===== src/rtl/flash_uart_dump.sv =====
// flash_uart_dump: reads a flash region in bursts into a byte FIFO and streams it to a UART,
// either as raw bytes or as uppercase hex text split into CR/LF-terminated lines.
module flash_uart_dump #(
    parameter logic [23:0] START_ADDR = 24'h100000,
    parameter int NUM_BYTES = 256,
    parameter int BURST = 16,
    parameter int FIFO_DEPTH = 32,
    parameter int HEX_MODE = 0,
    parameter int LINE_BYTES = 16
) (
    input  logic        clk,
    input  logic        rst,
    input  logic        start,
    output logic        busy,
    output logic        done,
    output logic [23:0] spi_addr,
    output logic [15:0] spi_len,
    output logic        spi_go,
    input  logic        spi_rdy,
    input  logic [7:0]  spi_data,
    input  logic        spi_valid,
    output logic [7:0]  uart_data,
    output logic        uart_start,
    input  logic        uart_ready
);
    localparam int AW = $clog2(FIFO_DEPTH);
    typedef enum logic [2:0] {IDLE, WAIT_ROOM, ISSUE, RECEIVE, DRAIN} state_t;
    state_t state;
    logic [23:0] addr;
    logic [24:0] remaining, out_left, burst_left, chunk;
    logic [7:0] mem [FIFO_DEPTH];
    logic [AW:0] wr_ptr, rd_ptr, count;
    logic [31:0] room, line_cnt;
    logic [1:0] ph;
    logic [7:0] head, chr;
    logic wr, pop, avail, fire, line_end;

    function automatic logic [7:0] hex(input logic [3:0] n);
        return n < 4'd10 ? 8'h30 + {4'h0, n} : 8'h37 + {4'h0, n};
    endfunction

    assign count = wr_ptr - rd_ptr;
    assign room = 32'(FIFO_DEPTH) - 32'(count);
    assign chunk = remaining < 25'(BURST) ? remaining : 25'(BURST);
    assign head = mem[rd_ptr[AW-1:0]];
    // ph: 0 high nibble, 1 low nibble, 2 CR, 3 LF; the byte stays in the FIFO until its low nibble goes out
    assign avail = HEX_MODE != 0 ? (ph != 2'd0 || count != 0) : count != 0;
    assign chr = HEX_MODE == 0 ? head : ph == 2'd0 ? hex(head[7:4]) : ph == 2'd1 ? hex(head[3:0]) :
                 ph == 2'd2 ? 8'h0D : 8'h0A;
    assign fire = avail && uart_ready && !uart_start;
    assign pop = fire && (HEX_MODE == 0 || ph == 2'd1);
    assign wr = state == RECEIVE && spi_valid;
    assign line_end = line_cnt == 32'(LINE_BYTES - 1) || out_left == 25'd1;

    always_ff @(posedge clk)
        if (wr) mem[wr_ptr[AW-1:0]] <= spi_data;

    always_ff @(posedge clk) begin
        if (!rst) begin
            state <= IDLE;
            busy <= 1'b0;
            done <= 1'b0;
            spi_go <= 1'b0;
            spi_addr <= '0;
            spi_len <= '0;
            uart_start <= 1'b0;
            uart_data <= '0;
            wr_ptr <= '0;
            rd_ptr <= '0;
            ph <= 2'd0;
            line_cnt <= '0;
            addr <= '0;
            remaining <= '0;
            out_left <= '0;
            burst_left <= '0;
        end else begin
            done <= 1'b0;
            spi_go <= 1'b0;
            uart_start <= fire;
            if (fire) uart_data <= chr;
            if (wr) wr_ptr <= wr_ptr + 1'b1;
            if (pop) begin
                rd_ptr <= rd_ptr + 1'b1;
                out_left <= out_left - 25'd1;
            end
            if (HEX_MODE != 0 && fire) begin
                ph <= ph == 2'd0 ? 2'd1 : ph == 2'd1 ? (line_end ? 2'd2 : 2'd0) : ph == 2'd2 ? 2'd3 : 2'd0;
                if (ph == 2'd1) line_cnt <= line_end ? '0 : line_cnt + 32'd1;
            end
            case (state)
                IDLE: if (start) begin
                    addr <= START_ADDR;
                    remaining <= 25'(NUM_BYTES);
                    out_left <= 25'(NUM_BYTES);
                    busy <= 1'b1;
                    state <= WAIT_ROOM;
                end
                WAIT_ROOM: if (room >= 32'(chunk) && spi_rdy) begin
                    spi_go <= 1'b1;
                    spi_addr <= addr;
                    spi_len <= 16'(chunk - 25'd1);
                    burst_left <= chunk;
                    state <= ISSUE;
                end
                ISSUE: state <= RECEIVE;
                RECEIVE: if (spi_valid) begin
                    addr <= addr + 24'd1;
                    remaining <= remaining - 25'd1;
                    burst_left <= burst_left - 25'd1;
                    if (burst_left == 25'd1) state <= remaining == 25'd1 ? DRAIN : WAIT_ROOM;
                end
                DRAIN: if (count == 0 && ph == 2'd0 && uart_ready && !uart_start) begin
                    done <= 1'b1;
                    busy <= 1'b0;
                    state <= IDLE;
                end
                default: state <= IDLE;
            endcase
        end
    end
endmodule


===== config.mk =====
export PLATFORM = sky130hd
export DESIGN_NAME = flash_uart_dump
export DESIGN_NICKNAME = d
export VERILOG_FILES = /design/src/rtl/flash_uart_dump.sv
export SDC_FILE = /design/constraint.sdc
export NUM_CORES = 1
export LEC_CHECK = 0
export CORE_MARGIN = 3
export CORE_UTILIZATION = 65
export CTS_CLUSTER_DIAMETER = 50
export DETAILED_ROUTE_END_ITERATION = 16
export DONT_BUFFER_PORTS = 1
export HOLD_SLACK_MARGIN = 0.02
export PLACE_DENSITY = 0.81
export REMOVE_ABC_BUFFERS = 1
export SLEW_MARGIN = 25
export SYNTH_ARGS = -nofsm -noshare
export SYNTH_HDL_FRONTEND = slang
export SYNTH_SLANG_ARGS = --single-unit

===== constraint.sdc =====
create_clock -name clk -period 14.7 [get_ports clk]
set_input_delay 2.205 -clock clk [delete_from_list [all_inputs] [get_ports clk]]
set_output_delay 2.205 -clock clk [all_outputs]
set_load 0.01 [all_outputs]

==> Implementation_results.wiki, run 1 <==
{| class="wikitable"
! Metric !! Value
|-
| Status || completed
|-
| Total gr overflow || 0
|-
| VDD IR-drop max || 109 uV
|-
| Final cycle utilization of the critical path || 40.2%
|-
| Clock-pin slew on the worst setup and hold paths || 60 ps
|-
| Hold violation count in the final report || 0
|-
| Via count || 10.3k
|-
| Largest net degree at the start of global routing || 69
|-
| Worst Setup End Kind || flop
|-
| Highest clock rate || 169 MHz
|-
| Post-synthesis to final-layout area growth || 9.68%
|-
| CTS tree || built
|-
| Post-layout util || 73.0%
|-
| Post-route worst setup slack || 8780 ps
|-
| Pins Over Slew Limit || 0
|-
| Worst hold endpoint || spi_addr[16]$_SDFFE_PN0P_
|-
| CTS HTree Levels || 2
|-
| Launch instance of the worst min-delay path || addr[16]$_SDFFE_PN0P_
|-
| Dominant cell type by area after synthesis || sky130_fd_sc_hd__edfxtp_1
|-
| Number of antenna diodes || 0
|-
| Worst Hold Depth || 2
|-
| Drt total wl || 36600 um
|-
| Routed Antenna Nets || 0
|-
| Height of the die || 167 um
|-
| Share of the synthesized area in the top cell type || 45.6%
|-
| Critical register-to-register path endpoint || spi_len[6]$_SDFFE_PN0P_
|-
| DIE WIDTH || 167 um
|-
| Setup total negative slack || 0 ps
|-
| Filler cell count || 1563
|-
| Cell Area, Synth || 16900 um2
|-
| Time the final worst path needs with I/O delays and setup || 5920 ps
|-
| Inserted Clock Buffers || 39
|-
| Reg2reg path depth || 17
|-
| Post-detailed-placement half-perimeter wirelength || 22100 um
|-
| Cell Area, Placed || 17100 um2
|-
| Critical path type || flop to flop
|-
| Leak || 6.28 nW
|-
| Buffer levels on the longest clock path || 3
|-
| Number of enable-type register cells in the synthesized netlist || 256
|-
| Clk Latency, worst-skew pair || 540 ps
|-
| Top-level port count || 66
|-
| Post-route cell area || 18500 um2
|-
| Data arrival time at the worst-slack endpoint || 6370 ps
|-
| Synth warnings || 0
|-
| Antenna violations before repair || 0
|-
| Count of buffers from port buffering || 0
|-
| Most common cell after layout, fill and taps aside || sky130_fd_sc_hd__edfxtp_1
|-
| Sequential cell area fraction in the yosys report || 62.3%
|-
| Global-route usage over all layers || 26.4%
|-
| Worst slack, placed || 8540 ps
|-
| Site Rows || 58
|-
| Number of setup violations in the final report || 0
|-
| Beginning of the worst register-to-register path || rd_ptr[1]$_SDFFE_PN0P_
|-
| Vias per inst || 6.38
|-
| Number of library cell types mapped by synthesis || 74
|-
| Starting density of the core || 66.6%
|-
| # hold bufs at CTS || 0
|-
| Ranking of synthesized cells by area || sky130_fd_sc_hd__edfxtp_1 (46%), sky130_fd_sc_hd__dfxtp_1 (17%), sky130_fd_sc_hd__mux4_2 (11%)
|-
| Synthesis-stage register bit count || 397
|-
| Share of synthesized registers carrying an async set or reset || 0%
|-
| Sinks on Clock Net || 397
|-
| Number of global-route vias before repair || 10.1k
|-
| Slew at the pin closest to its max-slew limit || 961 ps
|-
| Core region area || 25300 um2
|-
| Avg Inst Size Synth || 13.5 um2
|-
| Slack of the worst reg-to-reg path || 8780 ps
|-
| Number of nets in the final layout || 1310
|-
| Power density cells || 181 nW/um2
|-
| Clock root buffer || sky130_fd_sc_hd__clkbuf_16
|-
| Gate Count Post-Synth || 1247
|-
| Startpoint class of the critical path || flop
|-
| Unrepaired setup endpoints after global routing || no
|-
| Commonest cells after routing, fill and taps aside || sky130_fd_sc_hd__edfxtp_1 (256), sky130_fd_sc_hd__nor2_1 (152), sky130_fd_sc_hd__dfxtp_1 (138)
|-
| Required time of the critical path || 15150 ps
|-
| Post-cts gate resize count || 0
|-
| Top fanout value on the critical path || 68
|-
| Routed WL per cell || 22.7 um
|-
| Clock Skews || 20.0 ps
|-
| Gp weighted congestion || 0.794
|-
| Number of detailed-route iterations in the first pass || 5
|-
| MaxCap Viol Count || 0
|-
| Total setup buffers inserted after CTS || 0
|-
| Proportion of layout cells with a drive suffix above 1 || 13.3%
|-
| Prevailing post-synth register cell || sky130_fd_sc_hd__edfxtp_1
|-
| Remaining design rule violation count || 0
|-
| Total die area || 27900 um2
|-
| Detailed router's first-iteration violation count || 1087
|-
| Global-route wire length before repair || 57700 um
|-
| Slew margin rel. || 35.9%
|-
| Worst Hold Class || flop to flop
|}
[through the flow]
| stage | std cells | hold slack [ps] | power (mW) |
|---|---|---|---|
| after global routing | 1615 | 506 | 3.52 |
| after CTS | 1613 | 481 | 3.34 |
| after floorplan | 1206 | 449 | 2.09 |
| after detailed placement | 1541 | 472 | 2.30 |
| after global placement | 1541 | 464 | 2.27 |
| final | 1615 | 482 | 3.35 |
[logic make-up (layout without fill, tap and decap cells)]
family                   after synthesis  count (layout)  synth area share (%)
flip-flops                           397             397                  62.3
multiplexers                          92              92                  11.4
buffers and inverters                 83             103                  2.36
XOR/XNOR                              67              67                  3.48
adder cells (fa/ha/maj)               42              42                  3.16
AND/OR/NAND/NOR                      415             415                  11.4
AO/OA/AOI/OAI                        150             150                  5.89
other                                  1              19                0.0222
[layout make-up]
| class | instances | area (um2) | share of cell area, % |
|---|---|---|---|
| repair buffers | 7 | 83.8 | 0.453 |
| flip-flops and latches | 397 | 10500 | 56.9 |
| clock buffers | 46 | 1050 | 5.70 |
| clock inverters | 26 | 290 | 1.57 |
| well taps | 330 | 413 | 2.23 |
| inverters | 24 | 90.1 | 0.487 |
| multi-input cells | 785 | 6050 | 32.7 |
[state kept, by name, indices dropped and copies added (netlist names)]
register and cells:
spi_addr 24, addr 24, state 3, busy 1
rd_ptr 6, spi_go 1, mem 256, done 1
burst_left 25, uart_data 8, uart_start 1, spi_len 16
wr_ptr 6, remaining 25
[how the worst max path moves through the flow]
stage | endpoint | cells past startpoint | slack (ps) | startpoint
4_1_cts | spi_len[15]$_SDFFE_PN0P_ | 16 | 8500 | rd_ptr[1]$_SDFFE_PN0P_
5_1_grt | spi_len[14]$_SDFFE_PN0P_ | 17 | 8460 | rd_ptr[1]$_SDFFE_PN0P_
3_5_place_dp | spi_len[15]$_SDFFE_PN0P_ | 16 | 8540 | rd_ptr[1]$_SDFFE_PN0P_
6_report | spi_len[6]$_SDFFE_PN0P_ | 17 | 8780 | rd_ptr[1]$_SDFFE_PN0P_
2_1_floorplan | spi_len[13]$_SDFFE_PN0P_ | 16 | 7220 | rd_ptr[0]$_SDFFE_PN0P_
3_3_place_gp | spi_len[13]$_SDFFE_PN0P_ | 16 | 8630 | rd_ptr[1]$_SDFFE_PN0P_
[routing by layer]
| layer | GRT usage (%) | part of all wire [%] | wire length (um) |
|---|---|---|---|
| met4 | 7.28 | 2.3 | 826 |
| met5 | 0 | 0 | 0 |
| met2 | 42.8 | 49 | 18000 |
| met3 | 4.56 | 7.6 | 2790 |
| met1 | 37.7 | 41 | 15000 |
[cells in the mapped netlist, drive strengths merged, types with 19 or more instances]
| cell type | number |
|---|---|
| edfxtp | 256 |
| nor2 | 153 |
| dfxtp | 141 |
| nand2 | 122 |
| mux4 | 80 |
| a21oi | 67 |
| ha | 41 |
| xnor2 | 36 |
| xor2 | 31 |
| clkbuf | 30 |
| buf | 29 |
| nor3 | 29 |
| inv | 23 |
| nand3 | 23 |
| nor4 | 20 |
| o21ai | 19 |
[critical path, cell delays in order (launching register included)]
cell and delay [ps]:
sky130_fd_sc_hd__dfxtp_2 310, sky130_fd_sc_hd__buf_4 720, sky130_fd_sc_hd__inv_1 200, sky130_fd_sc_hd__fa_1 480
sky130_fd_sc_hd__xnor2_1 280, sky130_fd_sc_hd__and2_1 200, sky130_fd_sc_hd__o221ai_1 240, sky130_fd_sc_hd__o21ai_2 210
sky130_fd_sc_hd__inv_1 340, sky130_fd_sc_hd__ha_1 420, sky130_fd_sc_hd__and4_1 220, sky130_fd_sc_hd__nand4_1 160
sky130_fd_sc_hd__a2111oi_0 550, sky130_fd_sc_hd__o31ai_2 210, sky130_fd_sc_hd__a31oi_4 540, sky130_fd_sc_hd__buf_16 240
sky130_fd_sc_hd__nand4_1 240, sky130_fd_sc_hd__a21oi_1 240
[power breakdown]
part | total, mW | switching, mW | internal, mW
registers | 1.33 | 0.0818 | 1.24
clock network | 1.03 | 0.414 | 0.620
logic | 0.986 | 0.554 | 0.432
total | 3.35 | 1.05 | 2.30
Power figures use the tool's default switching activity.
==> run 2: changes to the inputs <==
CORE_UTILIZATION = 63   (was 65)
PLACE_DENSITY = 0.79   (was 0.81)
clock period = 5.7 ns   (was 14.7 ns; I/O delays follow)
==> Implementation_results.wiki, run 2 (synthesized netlist as in run 1, its figures left out) <==
{| class="wikitable"
! Metric !! Value
|-
| Crit path cell chain || inv_1 > ha_1 > inv_1 > fa_1 > inv_1 > ha_1 > and2_1 > o221ai_1 > o21ai_2 > inv_1 > ha_1 > and4_1 > nand4_1 > a2111oi_0 > o31ai_2 > a31oi_4 > buf_4 > nand4_1 > a21oi_1
|-
| Required time of the critical path || 6140 ps (-9010 ps)
|-
| Highest clock rate || 187 MHz (+11%)
|-
| Pins Over Slew Limit || 0 (unchanged)
|-
| Post-detailed-placement half-perimeter wirelength || 21900 um (-1.0%)
|-
| Proportion of layout cells with a drive suffix above 1 || 13.1% (-0.16 points)
|-
| Global-route usage over all layers || 24.6% (-1.8 points)
|-
| Final cycle utilization of the critical path || 93.6% (+53 points)
|-
| Number of setup violations in the final report || 0 (unchanged)
|-
| Worst path bufs/invs || 5 (+1)
|-
| CTS HTree Levels || 2 (unchanged)
|-
| Startpoint class of the critical path || flop
|-
| Starting density of the core || 64.3% (-2.2 points)
|-
| Largest net degree at the start of global routing || 69 (unchanged)
|-
| Routed Antenna Nets || 0 (unchanged)
|-
| Top fanout value on the critical path || 25 (-63%)
|-
| Clock root buffer || sky130_fd_sc_hd__clkbuf_16
|-
| Number of global-route vias before repair || 9988 (-1.3%)
|-
| Detailed router's first-iteration violation count || 790 (-27%)
|-
| Clk Latency, worst-skew pair || 530 ps (about the same)
|-
| Clock Skews || 14.9 ps (-5.09 ps)
|-
| Clock-pin slew on the worst setup and hold paths || 60 ps (about the same)
|-
| Global-route wire length before repair || 55400 um (-4.0%)
|-
| Setup total negative slack || 0 ps (unchanged)
|-
| Power density cells || 456 nW/um2 (+150%)
|-
| Total gr overflow || 0 (unchanged)
|-
| DIE WIDTH || 170 um (+1.5%)
|-
| Via count || 10.2k (-0.97%)
|-
| Worst Setup End Kind || flop
|-
| Core region area || 26200 um2 (+3.5%)
|-
| Slew at the pin closest to its max-slew limit || 950 ps (-11.7 ps)
|-
| Critical path's slowest cell || sky130_fd_sc_hd__a2111oi_0
|-
| Number of flip-flops in the largest register || 256 (unchanged)
|-
| Launch instance of the worst min-delay path || spi_data[7]
|-
| Post-synthesis to final-layout area growth || 9.21%
|-
| Remaining design rule violation count || 0 (unchanged)
|-
| Time the final worst path needs with I/O delays and setup || 5330 ps (-581 ps)
|-
| Critical register-to-register path endpoint || spi_len[14]$_SDFFE_PN0P_
|-
| Leak || 6.24 nW (-0.64%)
|-
| Drt total wl || 34800 um (-5.0%)
|-
| MaxCap Viol Count || 0 (unchanged)
|-
| CTS tree || built
|-
| Overall power of the completed layout || 8.40 mW (+150%)
|-
| Sinks on Clock Net || 397 (unchanged)
|-
| Height of the die || 170 um (+1.5%)
|-
| Cell family with most CP delay || compound AO/OA/AOI/OAI gates
|-
| Worst Hold Class || input port to flop
|-
| Worst Hold Depth || 0 (-2)
|-
| Inserted Clock Buffers || 41 (+5.1%)
|-
| Reg2reg path depth || 19 (+2)
|-
| Routed WL per cell || 21.4 um (-5.8%)
|-
| Most common cell after layout, fill and taps aside || sky130_fd_sc_hd__edfxtp_1
|-
| Gp weighted congestion || 0.892 (+12%)
|-
| Worst hold endpoint || mem[2][7]$_DFFE_PP_
|-
| Maximum cell stage delay along the critical path || 490 ps (-230 ps)
|-
| Commonest cells after routing, fill and taps aside || sky130_fd_sc_hd__edfxtp_1 (256), sky130_fd_sc_hd__nor2_1 (152), sky130_fd_sc_hd__dfxtp_1 (139)
|-
| Critical path type || flop to flop
|-
| Data arrival time at the worst-slack endpoint || 5770 ps (-600 ps)
|-
| Cell repeated most along the worst path || sky130_fd_sc_hd__inv_1
|-
| Number of detailed-route iterations in the first pass || 5 (unchanged)
|-
| Antenna violations before repair || 0 (unchanged)
|-
| Slack of the worst reg-to-reg path || 370 ps (-8420 ps)
|-
| Filler cell count || 1688 (+8.0%)
|-
| Hold violation count in the final report || 0 (unchanged)
|-
| Status || completed
|-
| Hold Slack || 415 ps (-66.5 ps)
|-
| Number of nets in the final layout || 1318 (+0.61%)
|-
| VDD IR-drop max || 373 uV (+240%)
|-
| Vias per inst || 6.27 (-1.8%)
|-
| Count of buffers from port buffering || 0 (unchanged)
|-
| Buffer levels on the longest clock path || 3 (unchanged)
|-
| Total die area || 28800 um2 (+3.1%)
|-
| Site Rows || 59 (+1.7%)
|-
| Top-level port count || 66 (unchanged)
|-
| Number of antenna diodes || 0 (unchanged)
|-
| Total setup buffers inserted after CTS || 0 (unchanged)
|-
| Beginning of the worst register-to-register path || wr_ptr[0]$_SDFFE_PN0P_
|-
| Slew margin rel. || 36.7% (+0.78 points)
|-
| Unrepaired setup endpoints after global routing || no
|}
-- run 2: cell count changes in the layout (fill, tap and decap cells not counted), moves of 3 or more --
cell / previous run / this run
sky130_fd_sc_hd__clkbuf_8: 3 / 0
sky130_fd_sc_hd__bufinv_16: 6 / 1
sky130_fd_sc_hd__clkbuf_1: 3 / 11
sky130_fd_sc_hd__buf_4: 4 / 11
-- run 2: how the worst max path moves through the flow --
stage / slack [ps] / endpoint / start / depth (start not counted)
after detailed placement: 450 / spi_addr[20]$_SDFFE_PN0P_ / rd_ptr[4]$_SDFFE_PN0P_ / 16
after CTS: 430 / spi_len[14]$_SDFFE_PN0P_ / wr_ptr[0]$_SDFFE_PN0P_ / 19
final: 370 / spi_len[14]$_SDFFE_PN0P_ / wr_ptr[0]$_SDFFE_PN0P_ / 19
after global routing: 8 / spi_addr[18]$_SDFFE_PN0P_ / rd_ptr[4]$_SDFFE_PN0P_ / 16
after floorplan: -1780 / spi_len[13]$_SDFFE_PN0P_ / rd_ptr[0]$_SDFFE_PN0P_ / 16
after global placement: 690 / spi_addr[16]$_SDFFE_PN0P_ / rd_ptr[4]$_SDFFE_PN0P_ / 16
-- run 2: power breakdown --
| group | internal (mW) | total, mW | switching [mW] |
|---|---|---|---|
| logic | 1.12 | 2.57 | 1.45 |
| clock network | 1.40 | 2.45 | 1.05 |
| registers | 3.21 | 3.39 | 0.176 |
-- run 2: cell type report --
class	count	area, um2	area share (%)
clock buffers	53	1090	5.93
clock inverters	21	141	0.768
inverters	24	93.8	0.510
multi-input cells	785	6040	32.8
flip-flops and latches	397	10500	57.1
well taps	335	419	2.28
repair buffers	13	114	0.618
-- run 2: repair_timing --
action	4_1_cts	5_1_grt
endpoints found under the setup margin	0	18
gates resized for setup	0	1
hold buffers	0	0
-- run 2: stage by stage --
| step | util (%) | instances | setup WS, ps | cell area, um2 |
|---|---|---|---|---|
| 6_report | 70.3 | 1628 | 365 | 18400 |
| 5_1_grt | 70.3 | 1628 | 8.04 | 18400 |
| 4_1_cts | 70.2 | 1627 | 430 | 18400 |
| 3_5_place_dp | 65.5 | 1553 | 452 | 17200 |
| 3_3_place_gp | 65.5 | 1553 | 694 | 17200 |
| 2_1_floorplan | - | 1206 | -1780 | 16600 |
-- run 2: per-layer routing --
metal  up-vias  global-route usage [%]  wire [um]
met5         -                       0          0
met4         0                    8.36       1110
met3        81                    4.57       2750
met2       449                    40.2      16900
met1      4993                    33.9      14000
li1       4680                       -          -
-- run 2: worst reg2reg max path, cell delays in order (launching register included) --
cell and delay (ps):
sky130_fd_sc_hd__dfxtp_1 420, sky130_fd_sc_hd__inv_1 130, sky130_fd_sc_hd__ha_1 230, sky130_fd_sc_hd__inv_1 70, sky130_fd_sc_hd__fa_1 400, sky130_fd_sc_hd__inv_1 80
sky130_fd_sc_hd__ha_1 170, sky130_fd_sc_hd__and2_1 150, sky130_fd_sc_hd__o221ai_1 230, sky130_fd_sc_hd__o21ai_2 200, sky130_fd_sc_hd__inv_1 350, sky130_fd_sc_hd__ha_1 430
sky130_fd_sc_hd__and4_1 220, sky130_fd_sc_hd__nand4_1 130, sky130_fd_sc_hd__a2111oi_0 490, sky130_fd_sc_hd__o31ai_2 180, sky130_fd_sc_hd__a31oi_4 470, sky130_fd_sc_hd__buf_4 370
sky130_fd_sc_hd__nand4_1 280, sky130_fd_sc_hd__a21oi_1 250
==> run 3: changes to the inputs <==
CTS_BUF_LIST = sky130_fd_sc_hd__clkbuf_4 sky130_fd_sc_hd__clkbuf_8 sky130_fd_sc_hd__clkbuf_16   (was default)
CTS_CLUSTER_SIZE = 10   (was default)
PLACE_DENSITY = default   (was 0.79)
PLACE_DENSITY_LB_ADDON = 0.2   (was default)
==> Implementation_results.wiki, run 3 (synthesized netlist as in run 1, its figures left out) <==
{| class="wikitable"
! Metric !! Value
|-
| Total setup buffers inserted after CTS || 0 (unchanged)
|-
| Required time of the critical path || 6080 ps (-60 ps)
|-
| Post-synthesis to final-layout area growth || 11.2%
|-
| Via count || 10.2k (+0.21%)
|-
| Highest clock rate || 191 MHz (+2.0%)
|-
| Number of detailed-route iterations in the first pass || 5 (unchanged)
|-
| Top fanout value on the critical path || 22 (-12%)
|-
| CTS HTree Levels || 2 (unchanged)
|-
| Gate power share || 28.7% (-1.8 points)
|-
| Critical path's slowest cell || sky130_fd_sc_hd__dfxtp_1
|-
| Switching Share || 30.7% (-1.1 points)
|-
| Remaining design rule violation count || 0 (unchanged)
|-
| Most common cell after layout, fill and taps aside || sky130_fd_sc_hd__edfxtp_1
|-
| Number of global-route vias before repair || 9972 (-0.16%)
|-
| Antenna violations before repair || 0 (unchanged)
|-
| Clock share of power || 33.0% (+3.9 points)
|-
| Global-route usage over all layers || 24.3% (-0.29 points)
|-
| Post-detailed-placement half-perimeter wirelength || 21200 um (-3.0%)
|-
| Crit path cell chain || clkinv_1 > ha_1 > inv_1 > and3_1 > o221ai_1 > o21ai_2 > inv_1 > ha_1 > a21o_1 > a221o_1 > a221o_1 > o31ai_2 > a31oi_4 > buf_16 > nand3_1 > a21oi_1
|-
| Number of antenna diodes || 0 (unchanged)
|-
| Hold violation count in the final report || 0 (unchanged)
|-
| Top-level port count || 66 (unchanged)
|-
| Vias per inst || 6.24 (-0.41%)
|-
| Routed WL per cell || 21.1 um (-1.1%)
|-
| Total gr overflow || 0 (unchanged)
|-
| Time the final worst path needs with I/O delays and setup || 5230 ps (-106 ps)
|-
| Clk Latency, worst-skew pair || 550 ps (+20 ps)
|-
| Sinks on Clock Net || 397 (unchanged)
|-
| Clock-pin slew on the worst setup and hold paths || 60 ps (about the same)
|-
| Number of setup violations in the final report || 0 (unchanged)
|-
| Commonest cells after routing, fill and taps aside || sky130_fd_sc_hd__edfxtp_1 (256), sky130_fd_sc_hd__nor2_1 (152), sky130_fd_sc_hd__dfxtp_1 (139)
|-
| Power density cells || 472 nW/um2 (+3.6%)
|-
| Post-cts gate resize count || 0 (unchanged)
|-
| Drt total wl || 34600 um (-0.53%)
|-
| Buffer levels on the longest clock path || 3 (unchanged)
|-
| Height of the die || 170 um (unchanged)
|-
| Slew margin rel. || 34.4% (-2.3 points)
|-
| Post-layout util || 71.5% (+1.3 points)
|-
| Worst Setup End Kind || flop
|-
| Storage element area || 10500 um2 (unchanged)
|-
| Critical path type || flop to flop
|-
| Startpoint class of the critical path || flop
|-
| Worst path bufs/invs || 4 (-1)
|-
| Gp weighted congestion || 0.860 (-3.6%)
|-
| Number of nets in the final layout || 1323 (+0.38%)
|-
| Slew at the pin closest to its max-slew limit || 984 ps (+34.3 ps)
|-
| Proportion of layout cells with a drive suffix above 1 || 15.3% (+2.2 points)
|-
| Global-route wire length before repair || 54800 um (-1.0%)
|-
| Starting density of the core || 64.3% (unchanged)
|-
| Worst Hold Class || input port to flop
|-
| Number of flip-flops in the largest register || 256 (unchanged)
|-
| P_sw || 2.72 mW (+1.9%)
|-
| Clock root buffer || sky130_fd_sc_hd__clkbuf_16
|-
| MaxCap Viol Count || 0 (unchanged)
|-
| Leak || 6.43 nW (+3.1%)
|-
| Pins Over Slew Limit || 0 (unchanged)
|-
| Filler cell count || 1720 (+1.9%)
|-
| Slack of the worst reg-to-reg path || 470 ps (+110 ps)
|-
| Total die area || 28800 um2 (unchanged)
|-
| Unrepaired setup endpoints after global routing || no
|-
| Setup total negative slack || 0 ps (unchanged)
|-
| # hold bufs at CTS || 0 (unchanged)
|-
| VDD IR-drop max || 339 uV (-9.3%)
|-
| Detailed router's first-iteration violation count || 977 (+24%)
|-
| Power Internal || 6.13 mW (+7.0%)
|-
| Maximum cell stage delay along the critical path || 510 ps (+20 ps)
|-
| Sequential fraction of design power || 38.3% (-2.0 points)
|-
| Largest net degree at the start of global routing || 69 (unchanged)
|-
| Area occupied by multi-input gates || 6040 um2 (unchanged)
|-
| Clock Skews || 13.3 ps (-1.64 ps)
|-
| Routed Antenna Nets || 0 (unchanged)
|-
| CTS tree || built
|-
| Data arrival time at the worst-slack endpoint || 5610 ps (-160 ps)
|-
| Status || completed
|-
| Site Rows || 59 (unchanged)
|-
| Count of buffers from port buffering || 0 (unchanged)
|-
| Core region area || 26200 um2 (unchanged)
|-
| Cell family with most CP delay || compound AO/OA/AOI/OAI gates
|-
| DIE WIDTH || 170 um (unchanged)
|-
| Final cycle utilization of the critical path || 91.7% (-1.9 points)
|-
| Inserted Clock Buffers || 48 (+17%)
|}
==> run 3: power by group through the flow <==
| stage | combinational [mW] | clock (mW) | sequential (mW) |
|---|---|---|---|
| after floorplan | 1.87 | 0 | 3.53 |
| after global placement | 2.47 | 0 | 3.44 |
| after detailed placement | 2.53 | 0 | 3.44 |
| after CTS | 2.56 | 2.97 | 3.39 |
| after global routing | 2.83 | 3.09 | 3.41 |
| final | 2.54 | 2.92 | 3.39 |
==> run 3: worst paths after layout <==
| path | cells past startpoint | endpoint | from |
|---|---|---|---|
| min | 0 | mem[1][7]$_DFFE_PP_ | spi_data[7] |
| min reg2reg | 2 | spi_addr[6]$_SDFFE_PN0P_ | addr[6]$_SDFFE_PN0P_ |
| max | 16 | spi_len[13]$_SDFFE_PN0P_ | rd_ptr[4]$_SDFFE_PN0P_ |
| max reg2reg | 16 | spi_len[13]$_SDFFE_PN0P_ | rd_ptr[4]$_SDFFE_PN0P_ |
==> run 3: final cells by class <==
| class | count | area share, % |
|---|---|---|
| inverters | 24 | 0.481 |
| clock buffers | 79 | 7.78 |
| well taps | 335 | 2.24 |
| multi-input cells | 785 | 32.2 |
| clock inverters | 7 | 0.547 |
| repair buffers | 11 | 0.634 |
| flip-flops and latches | 397 | 56.1 |
==> run 3: routing by layer <==
layer / share of wire (%) / GRT usage [%] / vias to the layer above
met5: 0 / 0 / -
met4: 2.6 / 7.25 / 0
met3: 8.2 / 4.80 / 71
met2: 49 / 39.6 / 418
met1: 41 / 33.9 / 5044
li1: - / - / 4691
==> run 3: worst reg2reg max path, delay by kind of cell (launching register included) <==
family          cells  cell delay, ps
simple gates        2             370
compound gates      8            2240
flops               1             510
buf+inv             4            1150
fa+ha+maj           2             800
==> run 3: per-stage QoR <==
step	std cells	setup slack, ps	total power [mW]	hold WS [ps]	instance area, um2
after CTS	1637	455	8.92	385	18700
after detailed placement	1551	520	5.97	474	17200
after global placement	1550	467	5.91	462	17100
after floorplan	1206	-1780	5.40	449	16600
final	1638	471	8.86	401	18700
after global routing	1638	91.9	9.33	382	18700
